==> src/rtl/uart_pkg.sv <==
// Shared constants and state type for the UART transmit path.
package uart_pkg;

    localparam logic [7:0] ASCII_CR = 8'h0D;
    localparam logic [7:0] ASCII_LF = 8'h0A;

    typedef enum logic [1:0] {
        TXLB_IDLE,
        TXLB_DRAIN,
        TXLB_CR,
        TXLB_LF
    } txlb_state_t;

endpackage

==> src/rtl/sync_fifo.sv <==
// Synchronous FIFO with a registered head: dout is the oldest entry one cycle after any push/pop.
// Push while full and pop while empty are ignored; full/empty/count are registered.
module sync_fifo #(
    parameter int DEPTH = 16,
    parameter int DW    = 8
) (
    input  logic                   clk,
    input  logic                   rst,
    input  logic                   push,
    input  logic                   pop,
    input  logic [DW-1:0]          din,
    output logic [DW-1:0]          dout,
    output logic [$clog2(DEPTH):0] count,
    output logic                   full,
    output logic                   empty
);
    localparam int AW = $clog2(DEPTH);
    localparam int CW = AW + 1;

    logic [DW-1:0] mem [DEPTH];
    logic [AW-1:0] wr_ptr_q, rd_ptr_q, rd_ptr_d;
    logic [CW-1:0] count_q, count_d;
    logic [DW-1:0] dout_q, dout_d;
    logic          full_q, empty_q;
    logic          push_ok, pop_ok;

    always_comb begin
        push_ok  = push & ~full_q;
        pop_ok   = pop & ~empty_q;
        rd_ptr_d = pop_ok ? rd_ptr_q + AW'(1) : rd_ptr_q;
        count_d  = count_q;
        if (push_ok && !pop_ok) begin
            count_d = count_q + CW'(1);
        end else if (!push_ok && pop_ok) begin
            count_d = count_q - CW'(1);
        end
        // Writing into the slot that becomes the head: forward din so the head is never stale.
        dout_d = (push_ok && (wr_ptr_q == rd_ptr_d)) ? din : mem[rd_ptr_d];
    end

    always_ff @(posedge clk) begin
        if (push_ok) begin
            mem[wr_ptr_q] <= din;
        end
    end

    always_ff @(posedge clk) begin
        if (rst) begin
            wr_ptr_q <= '0;
            rd_ptr_q <= '0;
            count_q  <= '0;
            full_q   <= 1'b0;
            empty_q  <= 1'b1;
            dout_q   <= '0;
        end else begin
            wr_ptr_q <= push_ok ? wr_ptr_q + AW'(1) : wr_ptr_q;
            rd_ptr_q <= rd_ptr_d;
            count_q  <= count_d;
            full_q   <= (count_d == CW'(DEPTH));
            empty_q  <= (count_d == '0);
            dout_q   <= dout_d;
        end
    end

    assign dout  = dout_q;
    assign count = count_q;
    assign full  = full_q;
    assign empty = empty_q;

endmodule

==> src/rtl/uart_tx_line_buf.sv <==
// Buffers cipher bytes and on print drains a snapshot of them to the UART, then CR LF.
// First byte one cycle after print, one byte per cycle when tx_ready is high; stalls hold tx_data.
module uart_tx_line_buf
    import uart_pkg::*;
#(
    parameter int DEPTH = 16,
    parameter int DW    = 8
) (
    input  logic                   clk,
    input  logic                   rst,
    input  logic [DW-1:0]          wr_data,
    input  logic                   wr_rdy,
    input  logic                   print,
    output logic [DW-1:0]          tx_data,
    output logic                   tx_valid,
    input  logic                   tx_ready,
    output logic [$clog2(DEPTH):0] count,
    output logic                   empty,
    output logic                   full,
    output logic                   overflow,
    output logic                   busy
);
    localparam int CW = $clog2(DEPTH) + 1;

    txlb_state_t   state_q, state_d;
    logic [CW-1:0] remain_q, remain_d;
    logic          overflow_q, overflow_d;
    logic [DW-1:0] head;
    logic          fifo_pop;

    sync_fifo #(.DEPTH(DEPTH), .DW(DW)) u_fifo (
        .clk   (clk),
        .rst   (rst),
        .push  (wr_rdy),
        .pop   (fifo_pop),
        .din   (wr_data),
        .dout  (head),
        .count (count),
        .full  (full),
        .empty (empty)
    );

    always_ff @(posedge clk) begin
        if (rst) begin
            state_q    <= TXLB_IDLE;
            remain_q   <= '0;
            overflow_q <= 1'b0;
        end else begin
            state_q    <= state_d;
            remain_q   <= remain_d;
            overflow_q <= overflow_d;
        end
    end

    always_comb begin
        state_d    = state_q;
        remain_d   = remain_q;
        overflow_d = overflow_q;
        tx_valid   = 1'b0;
        tx_data    = '0;
        fifo_pop   = 1'b0;
        case (state_q)
            TXLB_IDLE: begin
                // Snapshot keeps bytes arriving mid-line out of this line.
                if (print) begin
                    remain_d = count;
                    state_d  = (count != '0) ? TXLB_DRAIN : TXLB_CR;
                end
            end
            TXLB_DRAIN: begin
                tx_valid = 1'b1;
                tx_data  = head;
                if (tx_ready) begin
                    fifo_pop = 1'b1;
                    remain_d = remain_q - CW'(1);
                    if (remain_q == CW'(1)) begin
                        state_d = TXLB_CR;
                    end
                end
            end
            TXLB_CR: begin
                tx_valid = 1'b1;
                tx_data  = DW'(ASCII_CR);
                if (tx_ready) begin
                    state_d = TXLB_LF;
                end
            end
            TXLB_LF: begin
                tx_valid = 1'b1;
                tx_data  = DW'(ASCII_LF);
                if (tx_ready) begin
                    state_d    = TXLB_IDLE;
                    overflow_d = 1'b0;
                end
            end
            default: state_d = TXLB_IDLE;
        endcase
        // A drop in the same cycle as the LF handshake must still be reported.
        if (wr_rdy && full) begin
            overflow_d = 1'b1;
        end
    end

    assign busy     = (state_q != TXLB_IDLE);
    assign overflow = overflow_q;

endmodule

==> config.mk <==
export PLATFORM = sky130hd
export DESIGN_NAME = uart_tx_line_buf
export DESIGN_NICKNAME = d
export VERILOG_FILES = /design/src/rtl/uart_pkg.sv /design/src/rtl/sync_fifo.sv /design/src/rtl/uart_tx_line_buf.sv
export SDC_FILE = /design/constraint.sdc
export NUM_CORES = 1
export LEC_CHECK = 0
export CAP_MARGIN = 0
export CELL_PAD_IN_SITES_DETAIL_PLACEMENT = 0
export CELL_PAD_IN_SITES_GLOBAL_PLACEMENT = 1
export CORE_AREA = 2 2 175 91
export DETAILED_ROUTE_END_ITERATION = 8
export DIE_AREA = 0 0 177 93
export HOLD_SLACK_MARGIN = 0.03
export PLACE_DENSITY = 0.87
export RECOVER_POWER = 100
export SLEW_MARGIN = 20
export SYNTH_ARGS = -nofsm -noshare
export SYNTH_HDL_FRONTEND = slang
export SYNTH_HIERARCHICAL = 1
export SYNTH_SLANG_ARGS = --single-unit
==> constraint.sdc <==
create_clock -name clk -period 3.5 [get_ports clk]
set_input_delay 0.7 -clock clk [delete_from_list [all_inputs] [get_ports clk]]
set_output_delay 0.7 -clock clk [all_outputs]
set_load 0.01 [all_outputs]
; ---- After elaboration in Yosys (flattened, before gate mapping)
; Memories as Yosys holds them, arrays and structs flattened. A register that Yosys moved wholly into a read port is not among the register bits.
; Cells that the tools add are included.
[totals]
ff_bits = 23
latch_bits = 0
ram_bits = 128
romBits = 0
input_bits = 13
output_inout_bits = 18
n_memories = 1
[mem_list]
columns = name, words, width, read_ports, rd_ports_with_merged_regs, write_ports, line
row1 = u_fifo.mem, 16, 8, 1, 1, 1, sync_fifo.sv:20  ; logic [DW-1:0] mem [DEPTH];
[op_classes]
addsub = 5
mul = 0
div = 0
n_lt_le_gt_ge = 0
eq_ne = 10
shifts = 0
muxes = 22
bitwise_logic = 4
reduce_logical = 16
[op_table]
columns = op, n
row1 = 8-bit case mux with 3 select lines, 1
row2 = 5-bit 2-to-1 mux, 4
row3 = 2-bit 2-to-1 mux, 6
row4 = 2-bit inequality test (second input constant), 5
row5 = 5-bit case mux with 2 select lines, 1
row6 = 5-bit by 1-bit subtractor with 5-bit output (second input constant), 2
row7 = 4-bit by 1-bit adder with 4-bit output (second input constant), 2
row8 = 1-bit 2-to-1 mux, 8
row9 = 2-bit case mux with 4 select lines, 1
row10 = 2-bit nonzero test, 4
row11 = 5-bit by 1-bit adder with 5-bit output (second input constant), 1
row12 = 5-bit by 1-bit == test with 1-bit output (second input constant), 1
row13 = 5-bit == test (second input constant), 1
row14 = 5-bit logical NOT, 1
row15 = 5-bit AND reduction, 1
row16 = 5-bit nonzero test, 1
row17 = 2-bit == test (second input constant), 2
row18 = 4-bit 2-to-1 mux, 1
row19 = 1-bit logical AND, 3
row20 = 3-bit AND reduction, 1
row21 = 3-bit OR reduction, 1
row22 = 1-bit bitwise AND, 2
row23 = 2-bit by 1-bit == test with 1-bit output (second input constant), 1
row24 = 1-bit logical NOT, 2
row25 = 3 further kinds, 4

; ---- Logic depth before layout (Yosys ltp)
; Gate-level depths: netlist of the first run.
[logic_depth]
ltp_word = 7
ltp_mapped = 14
mapped_depth_nobuf = 9

; ---- By module
; Netlist of the first run, hierarchy kept.
[by_module_without_submodules]
columns = mod, instances, cells_each, area_per_inst_um2, seq_area_each_um2
row1 = sync_fifo, 1, 483, 6895.4, 4304.1
row2 = uart_tx_line_buf, 1, 85, 625.6, 160.2

; ---- Worst setup path before layout of the first run
; OpenSTA, ideal clock, no wires.
[synth_timing]
path_type = reg-to-reg
from = register state_q[1]
to = register u_fifo.dout_q[3], in the netlist u_fifo/dout[3] (read register of u_fifo.mem)
setup_time_ns = 0.116
arrival_ns = 2.526
required_ns = 3.384
setup_slack_ns = 0.858
stages_incl_launch_ff = 13
path_buffers = 3
path_cell_list = dfxtp_1 inv_1 ha_1 buf_2 clkbuf_1 and2_1 and2b_1 buf_6 xnor2_4 mux2i_1 nor3_1 or4b_1 a41o_1
[synth_between]
elab_chain_cells = 4
[synth_lines]
columns = item, line
row1 = start: declaration, uart_tx_line_buf.sv:25  ; txlb_state_t state_q, state_d;
row2 = start signal: assignment, uart_tx_line_buf.sv:49  ; state_q <= state_d;
row3 = 2-bit by 1-bit == test with 1-bit output, uart_tx_line_buf.sv:62  ; case (state_q)
row4 = 1-bit 2-to-1 mux, uart_tx_line_buf.sv:62
row5 = via fifo_pop, uart_tx_line_buf.sv:29  ; logic fifo_pop;
row6 = 1-bit bitwise AND, sync_fifo.sv:29  ; pop_ok = pop & ~empty_q;
row7 = 4-bit 2-to-1 mux, sync_fifo.sv:30  ; rd_ptr_d = pop_ok ? rd_ptr_q + AW'(1) : rd_ptr_q;
row8 = end: declaration, sync_fifo.sv:23  ; logic [DW-1:0] dout_q, dout_d;
; The timed path passes the listed nets, and every way through them passes these cells.
; A chain may end at the register's enable or synchronous reset.

; ---- Worst setup path after layout of the first run
[layout_timing]
from = input tx_ready
to = register u_fifo.dout_q[6], in the netlist u_fifo/dout[6] (read register of u_fifo.mem)
[layout_between]
elab_chain_cells = 4
[layout_lines]
columns = item, line
row1 = start: declaration, uart_tx_line_buf.sv:16  ; input logic tx_ready,
row2 = 1-bit 2-to-1 mux, uart_tx_line_buf.sv:73  ; if (tx_ready) begin
row3 = 1-bit 2-to-1 mux, uart_tx_line_buf.sv:62
row4 = via fifo_pop, uart_tx_line_buf.sv:29
row5 = 1-bit bitwise AND, sync_fifo.sv:29
row6 = 4-bit 2-to-1 mux, sync_fifo.sv:30
; The timed path passes the listed nets, and every way through them passes these cells.

==> results.json, run 1 <==
{
  "dpl_cell_area_sq_um": 8150,
  "yosysSeqAreaShare": 0.594,
  "vias": 5199,
  "layout.nets": 643,
  "maxSlewHeadroom": 0.411,
  "cts_setup_buffers": 0,
  "ir_drop_v": 0.000331,
  "antenna_found_initial": 1,
  "critPathSlowestCell": "clkbuf_1",
  "synth_nets": 594,
  "status": "finished, final reports clean",
  "start_util": 0.501,
  "startpoint": "tx_ready",
  "first_iter_violations": 638,
  "tightest_slew_ps": 884,
  "crit_type": "input pin to flip-flop",
  "grt_use_total": 0.251,
  "power.total_mw": 4.77,
  "hpwlAfterDp_um": 13600,
  "clk-insertion-delay-late_ps": 420,
  "cts_inserted_buffers": 17,
  "ctsHoldBuffers": 0,
  "synth_compound_area_frac": 0.118,
  "rsz0062_at_grt": "no",
  "grt_first_pass_wirelength_um": 29800,
  "worstPathCellList": "dlygate4sd3_1 > and2_1 > nand3b_1 > xor2_1 > clkbuf_1 > o21ai_0 > o221ai_1 > a31oi_1",
  "grt_overflow": 0,
  "wl_um": 19500,
  "maxCapViolations": 0,
  "hold_violations": 0,
  "htreeDepth": 4,
  "critPathLaunchType": "input pin",
  "coreArea_sq_um": 15000,
  "postRouteAntennaNets": 0,
  "post_drt_wl_per_cell_um": 23.4,
  "viasPerCell": 6.23,
  "setup_viol": 0,
  "totalNegativeSetupSlack_ps": 0,
  "synth_xor_area_frac": 0.0260,
  "crit_family": "buffers and inverters",
  "synth_area_per_cell_sq_um": 13.2,
  "synthMuxAreaShare": 0.129,
  "max_stage_delay_ps": 690,
  "final_area_sq_um": 8630,
  "layout_min_cycle_time_ps": 3150,
  "drc_errors": 0,
  "cp_num_buf_inv": 2,
  "place_congestion": 0.856,
  "fillers": 1194,
  "synth-seq-cells": 159,
  "drive_gt1_frac": 0.100,
  "required_ps": 3780,
  "synth_area_sq_um": 7520,
  "clock-sinks": 159,
  "cts_buffer_depth": 2,
  "cts_resized": 0,
  "row_count": 32,
  "io_buffers": 30,
  "crit_fanout": 16,
  "p_leak_nw": 2.96,
  "synth-simple-area-share": 0.0755,
  "fin_crit_sh": 0.901,
  "cts_root_buf": "clkbuf_16",
  "yosys_warnings": 6,
  "die_area_sq_um": 16500,
  "synth.most_common_cell": "edfxtp_1",
  "crit_arrival_ps": 3430,
  "synthArstFlopShare": 0,
  "synth_flop_cell": "edfxtp_1",
  "power_density_nw_per_um2": 553,
  "syn2layout_area_growth_pct": 14.8,
  "reg2reg_from": "u_fifo/rd_ptr_q[1]",
  "syn_inst": 568,
  "layout.cells.non_filler": 835,
  "synth_top_area_frac": 0.511,
  "grt_pass1_vias": 4965,
  "holdCritStartpoint": "overflow",
  "yosys.area.top_type": "edfxtp_1",
  "clkTransAtPathRegs_ps": 60,
  "worstHoldPathType": "flip-flop to flip-flop",
  "synthAdderAreaFrac": 0.0216,
  "synth_edf_count": 128,
  "synthTopCellsByArea": "edfxtp_1 51%, mux2i_1 11%, dfxtp_1 8.3%, a221oi_1 2.4%, ha_1 2.2%",
  "placed_cells": 802,
  "synth_top_family_by_area": "multiplexers",
  "synth_cell_types": 57,
  "clock-skew-final_ps": 10.8,
  "synth_commonest_cells": "128 x edfxtp_1, 83 x mux2i_1, 36 x nor2_1",
  "fp.dieH_um": 93,
  "boundaryPins": 31,
  "die_w_um": 177,
  "end_kind": "flip-flop",
  "timing.fmax_ghz": 0.317,
  "grt_max_degree": 33,
  "cts_tree": "done",
  "whs_ps": 503,
  "drt_pass1_iterations": 6,
  "drv_slew": 0
}
-- report_power, final --
| group | leakage [nW] | switching [mW] | internal, mW | total, mW |
|---|---|---|---|---|
| combinational | 1.30 | 0.520 | 0.376 | 0.896 |
| sequential | 1.41 | 0.0794 | 2.11 | 2.19 |
| clock | 0.245 | 0.724 | 0.960 | 1.68 |
-- sequential cells by signal, indices dropped and copies added (netlist names) --
name,cells
overflow,1
remain_q,5
state_q,2
u_fifo/count,5
u_fifo/dout,8
u_fifo/empty,1
u_fifo/full,1
u_fifo/mem,128
u_fifo/rd_ptr_q,4
u_fifo/wr_ptr_q,4
-- final cells by class --
type / instances / area (sq um) / share of cell area
Multi-Input combinational cell: 360 / 2790 / 0.323
Clock buffer: 18 / 429 / 0.0497
Timing Repair Buffer: 66 / 543 / 0.0629
Antenna cell: 1 / 2.50 / 0.000290
Clock inverter: 14 / 101 / 0.0117
Inverter: 13 / 48.8 / 0.00565
Sequential cell: 159 / 4470 / 0.517
Tap cell: 204 / 255 / 0.0296
-- tightest hold or removal path, cell delays in order (launching register included) --
cell     delay, ps
dfxtp_1        330
a22oi_1         70
nor2_1          70
-- kinds of logic after synthesis --
family,after synthesis
compound gates,122
xor+xnor,16
fa+ha+maj,13
buf+inv,49
flops,159
mux,92
simple gates,117
-- worst paths after layout --
check,endpoint,slack [ps],cells after the start
worst min register to register,overflow,500,2
worst max register to register,u_fifo/dout[6],510,7
worst max-delay path,u_fifo/dout[6],350,8
worst min-delay path,overflow,500,2
-- per-layer routing --
metal | vias up | share of wire | global-route usage
met5 | - | 0.00061 | 0
met4 | 2 | 0.0086 | 0.0627
met1 | 2576 | 0.48 | 0.397
met2 | 292 | 0.40 | 0.325
met3 | 16 | 0.11 | 0.0805
li1 | 2313 | - | -
-- placed cells by master (no fill, tap or decap), types with 10 or more instances in the layout --
| cell type | instances |
|---|---|
| dlygate4sd3_1 | 28 |
| clkbuf_16 | 17 |
| edfxtp_1 | 128 |
| ha_1 | 13 |
| nand2_1 | 33 |
| a21oi_1 | 16 |
| inv_1 | 12 |
| nor3_1 | 10 |
| a22oi_1 | 17 |
| dfxtp_1 | 30 |
| clkbuf_1 | 15 |
| o21ai_0 | 11 |
| buf_4 | 20 |
| nor2_1 | 36 |
| a221oi_1 | 21 |
| mux2i_1 | 83 |
-- metrics by stage --
step / utilization / worst slack (ps)
floorplan: - / 858
global placement: 0.543 / 260
detailed placement: 0.543 / 185
CTS: 0.578 / 533
global route: 0.575 / 251
finish: 0.575 / 346
Note: power is estimated with default switching activity, not from simulation.
==> run 2, diff against run 1 <==
--- a/config.mk
+++ b/config.mk
@@ -5,14 +5,16 @@
 export SDC_FILE = /design/constraint.sdc
 export NUM_CORES = 1
 export LEC_CHECK = 0
+export ABC_AREA = 1
+export ABC_CLOCK_PERIOD_IN_PS = 3500
 export CAP_MARGIN = 0
 export CELL_PAD_IN_SITES_DETAIL_PLACEMENT = 0
 export CELL_PAD_IN_SITES_GLOBAL_PLACEMENT = 1
-export CORE_AREA = 2 2 175 91
+export CORE_AREA = 2 2 183 95
 export DETAILED_ROUTE_END_ITERATION = 8
-export DIE_AREA = 0 0 177 93
+export DIE_AREA = 0 0 185 97
 export HOLD_SLACK_MARGIN = 0.03
-export PLACE_DENSITY = 0.87
+export PLACE_DENSITY = 0.86
 export RECOVER_POWER = 100
 export SLEW_MARGIN = 20
 export SYNTH_ARGS = -nofsm -noshare
==> results.json, run 2 <==
{
  "status": "finished, final reports clean",
  "setup_viol": 0,
  "ff_latch_area_sq_um": 4460,
  "ir_drop_v": 0.000268,
  "cts_buffer_depth": 2,
  "diodes": 0,
  "fin_crit_sh": 0.826,
  "die_area_sq_um": 17900,
  "synthTopCellsByArea": "edfxtp_1 51%, dfxtp_1 8.2%, nand2_1 7.8%, nand3_1 7.6%, inv_1 6.0%",
  "largest_reg_flops": 128,
  "cts_root_buf": "clkbuf_16",
  "hpwlAfterDp_um": 11900,
  "crit_arrival_ps": 2190,
  "synth_area_per_cell_sq_um": 9.25,
  "r2r_end": "u_fifo/dout[3]",
  "first_iter_violations": 570,
  "coreArea_sq_um": 16200,
  "totalNegativeSetupSlack_ps": 0,
  "grt_max_degree": 49,
  "ctsHoldBuffers": 0,
  "rsz0062_at_grt": "no",
  "dp_worst_setup_slack_ps": 398,
  "holdCritStartpoint": "u_fifo/full",
  "drv_slew": 0,
  "finalWorstSetupSlack_ps": 611,
  "synthArstFlopShare": 0,
  "maxSlewHeadroom": 0.352,
  "cts_resized": 0,
  "power_density_nw_per_um2": 626,
  "cts_inserted_buffers": 17,
  "syn_inst": 821,
  "syn2layout_area_growth_pct": 14.8,
  "grt_overflow": 0,
  "cts_tree": "done",
  "synth_edf_count": 128,
  "fp.dieH_um": 97,
  "grt_first_pass_wirelength_um": 29200,
  "clock-sinks": 159,
  "antenna_found_initial": 1,
  "hold_violations": 0,
  "drive_gt1_frac": 0.0742,
  "viasPerCell": 5.21,
  "drt_pass1_iterations": 5,
  "fillers": 1465,
  "holdPathStages": 2,
  "maxCapViolations": 0,
  "cts_setup_buffers": 0,
  "grt_pass1_vias": 5271,
  "synth.most_common_cell": "nand2_1",
  "power.total_mw": 5.46,
  "synth-seq-cells": 159,
  "crit_fanout": 14,
  "postRouteAntennaNets": 0,
  "synth_nets": 847,
  "die_w_um": 185,
  "yosysSeqAreaShare": 0.588,
  "wl_um": 18700,
  "place_congestion": 0.824,
  "worstHoldPathType": "flip-flop to flip-flop",
  "drc_errors": 0,
  "p_leak_nw": 3.67,
  "required_ps": 2800,
  "reg2reg_setup_slack_ps": 620,
  "synth_area_sq_um": 7600,
  "post_drt_wl_per_cell_um": 17.1,
  "timing.fmax_ghz": 0.346,
  "layout.nets": 877,
  "synth_flop_cell": "edfxtp_1",
  "end_kind": "output pin",
  "htreeDepth": 4,
  "reg2reg_from": "state_q[1]",
  "synth_top_area_frac": 0.506,
  "row_count": 33,
  "worstRegToRegCells": 15,
  "synth_commonest_cells": "157 x nand2_1, 128 x edfxtp_1, 121 x inv_1",
  "start_util": 0.469,
  "layout_min_cycle_time_ps": 2890,
  "clk-insertion-delay-late_ps": 430,
  "mostFrequentLayoutCell": "nand2_1",
  "hold_path_end": "overflow",
  "yosys.area.top_type": "edfxtp_1",
  "final_cell_mix": "159 x nand2_1, 128 x edfxtp_1, 123 x inv_1",
  "boundaryPins": 31,
  "grt_use_total": 0.219,
  "clock-skew-final_ps": 11.8,
  "io_buffers": 30,
  "crit_type": "flip-flop to output pin",
  "clkTransAtPathRegs_ps": 70,
  "yosys_warnings": 6,
  "tightest_slew_ps": 968,
  "synth_cell_types": 30,
  "vias": 5684,
  "multiInputGateArea_sq_um": 2470,
  "critPathLaunchType": "flip-flop",
  "largest_register": "u_fifo/mem"
}
-- run 2: cell count changes after synthesis, sizes merged, moves of 8 or more --
cell | before | now
a31oi | 8 | 0
a22oi | 17 | 0
nand3 | 4 | 116
o21ai | 19 | 37
xnor2 | 9 | 1
nand2 | 33 | 166
a221oi | 21 | 0
nand4 | 2 | 10
nor2 | 37 | 113
mux2i | 84 | 0
nand3b | 2 | 28
inv | 12 | 127
-- run 2: area by class of cell --
cell class / count / area share
inverters: 127 / 0.0547
multi-input cells: 503 / 0.283
well taps: 227 / 0.0326
clock buffers: 17 / 0.0488
repair buffers: 43 / 0.0435
flip-flops and latches: 159 / 0.512
clock inverters: 14 / 0.0251
-- run 2: worst max-delay path, cell delays in order (launching register included) --
cell	delay, ps
dfxtp_1	450
ha_1	260
buf_4	220
nand2_1	80
a21oi_1	130
dlygate4sd3_1	620
-- run 2: logic make-up after synthesis --
group           after synthesis  share of synthesized area
simple gates                437                      0.267
buf+inv                     159                     0.0860
flops                       159                      0.588
compound gates               50                     0.0349
fa+ha+maj                    13                     0.0214
xor+xnor                      3                    0.00346
-- run 2: metal layers --
layer,share of wire,track usage,routed length [um],up-vias
met5,0.00096,0,18,-
li1,-,-,-,2738
met1,0.45,0.320,8420,2670
met4,0.011,0.0592,207,2
met2,0.44,0.320,8130,253
met3,0.10,0.0606,1910,21
-- run 2: metrics by stage --
step	area [sq um]	std cells	hold WS, ps	util
6_report	8720	1090	472	0.539
2_1_floorplan	7600	821	467	-
3_3_place_gp	8120	1059	466	0.501
4_1_cts	8760	1090	485	0.541
3_5_place_dp	8120	1059	475	0.501
5_1_grt	8720	1090	504	0.539
-- run 2: power breakdown --
part	internal [mW]	switching, mW	total, mW
clock network	1.22	0.818	2.04
registers	2.13	0.0917	2.22
logic	0.411	0.789	1.20
-- run 2: how the worst max path moves through the flow --
stage / from / to / slack, ps
final: state_q[0] / tx_data[3] / 610
after global routing: state_q[1] / u_fifo/dout[0] / 350
after CTS: state_q[0] / tx_data[3] / 640
after detailed placement: tx_ready / u_fifo/dout[3] / 400
after global placement: tx_ready / u_fifo/dout[0] / 430
after floorplan: state_q[0] / u_fifo/dout[2] / 1330
==> run 3, diff against run 2 <==
--- a/config.mk
+++ b/config.mk
@@ -6,15 +6,15 @@
 export NUM_CORES = 1
 export LEC_CHECK = 0
 export ABC_AREA = 1
-export ABC_CLOCK_PERIOD_IN_PS = 3500
+export ABC_CLOCK_PERIOD_IN_PS = 2400
 export CAP_MARGIN = 0
 export CELL_PAD_IN_SITES_DETAIL_PLACEMENT = 0
 export CELL_PAD_IN_SITES_GLOBAL_PLACEMENT = 1
-export CORE_AREA = 2 2 183 95
+export CORE_AREA = 2 2 191 99
 export DETAILED_ROUTE_END_ITERATION = 8
-export DIE_AREA = 0 0 185 97
+export DIE_AREA = 0 0 193 101
 export HOLD_SLACK_MARGIN = 0.03
-export PLACE_DENSITY = 0.86
+export PLACE_DENSITY = 0.83
 export RECOVER_POWER = 100
 export SLEW_MARGIN = 20
 export SYNTH_ARGS = -nofsm -noshare
==> constraint.sdc (replaced) <==
create_clock -name clk -period 2.4 [get_ports clk]
set_input_delay 0.48 -clock clk [delete_from_list [all_inputs] [get_ports clk]]
set_output_delay 0.48 -clock clk [all_outputs]
set_load 0.01 [all_outputs]
==> results.json, run 3 (same netlist as run 2, synthesis figures left out) <==
{
  "grt_first_pass_wirelength_um": 32300,
  "post-route-util": 0.513,
  "drt_pass1_iterations": 5,
  "die_w_um": 193,
  "wl_um": 20900,
  "max_stage_delay_ps": 560,
  "start_util": 0.423,
  "worstPathCellList": "dlygate4sd3_1 > inv_1 > nor2_1 > clkbuf_1 > nand2_1 > nor2_1 > clkbuf_1",
  "fin_crit_sh": 0.968,
  "drc_errors": 0,
  "required_ps": 2470,
  "setup_viol": 0,
  "diodes": 0,
  "row_count": 35,
  "cts_root_buf": "clkbuf_16",
  "whs_ps": 504,
  "layout.cells.non_filler": 1165,
  "critPathLaunchType": "input pin",
  "placed_cells": 1133,
  "io_buffers": 30,
  "fp.dieH_um": 101,
  "worstHoldPathType": "flip-flop to flip-flop",
  "boundaryPins": 31,
  "largest_reg_flops": 128,
  "drive_gt1_frac": 0.134,
  "grt_use_total": 0.229,
  "clock-skew-final_ps": 9.94,
  "first_iter_violations": 651,
  "coreArea_sq_um": 18000,
  "syn2layout_area_growth_pct": 21.3,
  "cts_inserted_buffers": 17,
  "vias": 5969,
  "hpwlAfterDp_um": 14600,
  "maxCapViolations": 0,
  "p_leak_nw": 3.94,
  "htreeDepth": 4,
  "ir_drop_v": 0.000540,
  "power_density_nw_per_um2": 863,
  "layout_min_cycle_time_ps": 2320,
  "critPathSlowestCell": "dlygate4sd3_1",
  "viasPerCell": 5.12,
  "clock-sinks": 159,
  "dpl_cell_area_sq_um": 8740,
  "cts_tree": "done",
  "rsz0062_at_grt": "no",
  "status": "finished, final reports clean",
  "maxSlewHeadroom": 0.384,
  "crit_arrival_ps": 2400,
  "final_area_sq_um": 9210,
  "hold_violations": 0,
  "mostFrequentLayoutCell": "nand2_1",
  "drv_slew": 0,
  "antenna_found_initial": 0,
  "layout.nets": 938,
  "cts_buffer_depth": 2,
  "tightest_slew_ps": 925,
  "crit_type": "input pin to flip-flop",
  "crit_fanout": 5,
  "largest_register": "u_fifo/mem",
  "die_area_sq_um": 19500,
  "postRouteAntennaNets": 0,
  "clkTransAtPathRegs_ps": 60,
  "timing.fmax_ghz": 0.430,
  "grt_overflow": 0,
  "clk-insertion-delay-late_ps": 430,
  "grt_max_degree": 38,
  "end_kind": "flip-flop",
  "grt_pass1_vias": 5480,
  "final_cell_mix": "156 x nand2_1, 128 x edfxtp_1, 120 x inv_1",
  "post_drt_wl_per_cell_um": 18.0,
  "power.total_mw": 7.95,
  "place_congestion": 0.856
}
[run 3: worst paths after layout]
path	start	endpoint	slack (ps)	cells after the start
setup / recovery	wr_rdy	u_fifo/mem[4][4]	80	7
hold / removal	remain_q[4]	remain_q[4]	500	2
setup reg to reg	state_q[1]	u_fifo/dout[6]	140	15
hold reg to reg	remain_q[4]	remain_q[4]	500	2
[run 3: routing by layer]
layer / wire (um) / track usage / vias up / share of wire
li1: - / - / 2867 / -
met1: 10700 / 0.375 / 2841 / 0.51
met2: 7820 / 0.290 / 240 / 0.37
met3: 2120 / 0.0536 / 21 / 0.10
met4: 252 / 0.0664 / 0 / 0.012
met5: 0 / 0 / - / 0
[run 3: cell type report]
cell class                 instances  area, sq um
inverter                         127          477
sequential                       159         4460
fill                            1649         8740
multi-input combinational        503         2500
tap                              240          300
clock buffer                      19          433
timing repair buffer             104          897
clock inverter                    13          140
[run 3: critical path: cells and delay by family]
family	cells	cell delay (ps)
and+or+nand+nor	3	660
buffers and inverters	4	1260
[run 3: what timing repair did]
action | CTS | global route
hold buffers | 0 | 0
pin swaps | 0 | 1
gates resized for setup | 15 | 5
setup buffers | 0 | 0
setup endpoints to repair | 11 | 5
[run 3: power breakdown]
group          internal [mW]  leakage, nW  switching (mW)  total (mW)
registers               3.10         1.41           0.104        3.21
logic                  0.796         2.25            1.29        2.08
clock network           1.53        0.271            1.13        2.67
[run 3: per-stage QoR]
| step | setup TNS (ps) | setup WS, ps |
|---|---|---|
| finish | 0 | 75.9 |
| global route | 0 | 10.9 |
| CTS | 0 | 24.1 |
| detailed placement | -1380 | -328 |
| global placement | -1040 | -311 |
| floorplan | 0 | 233 |
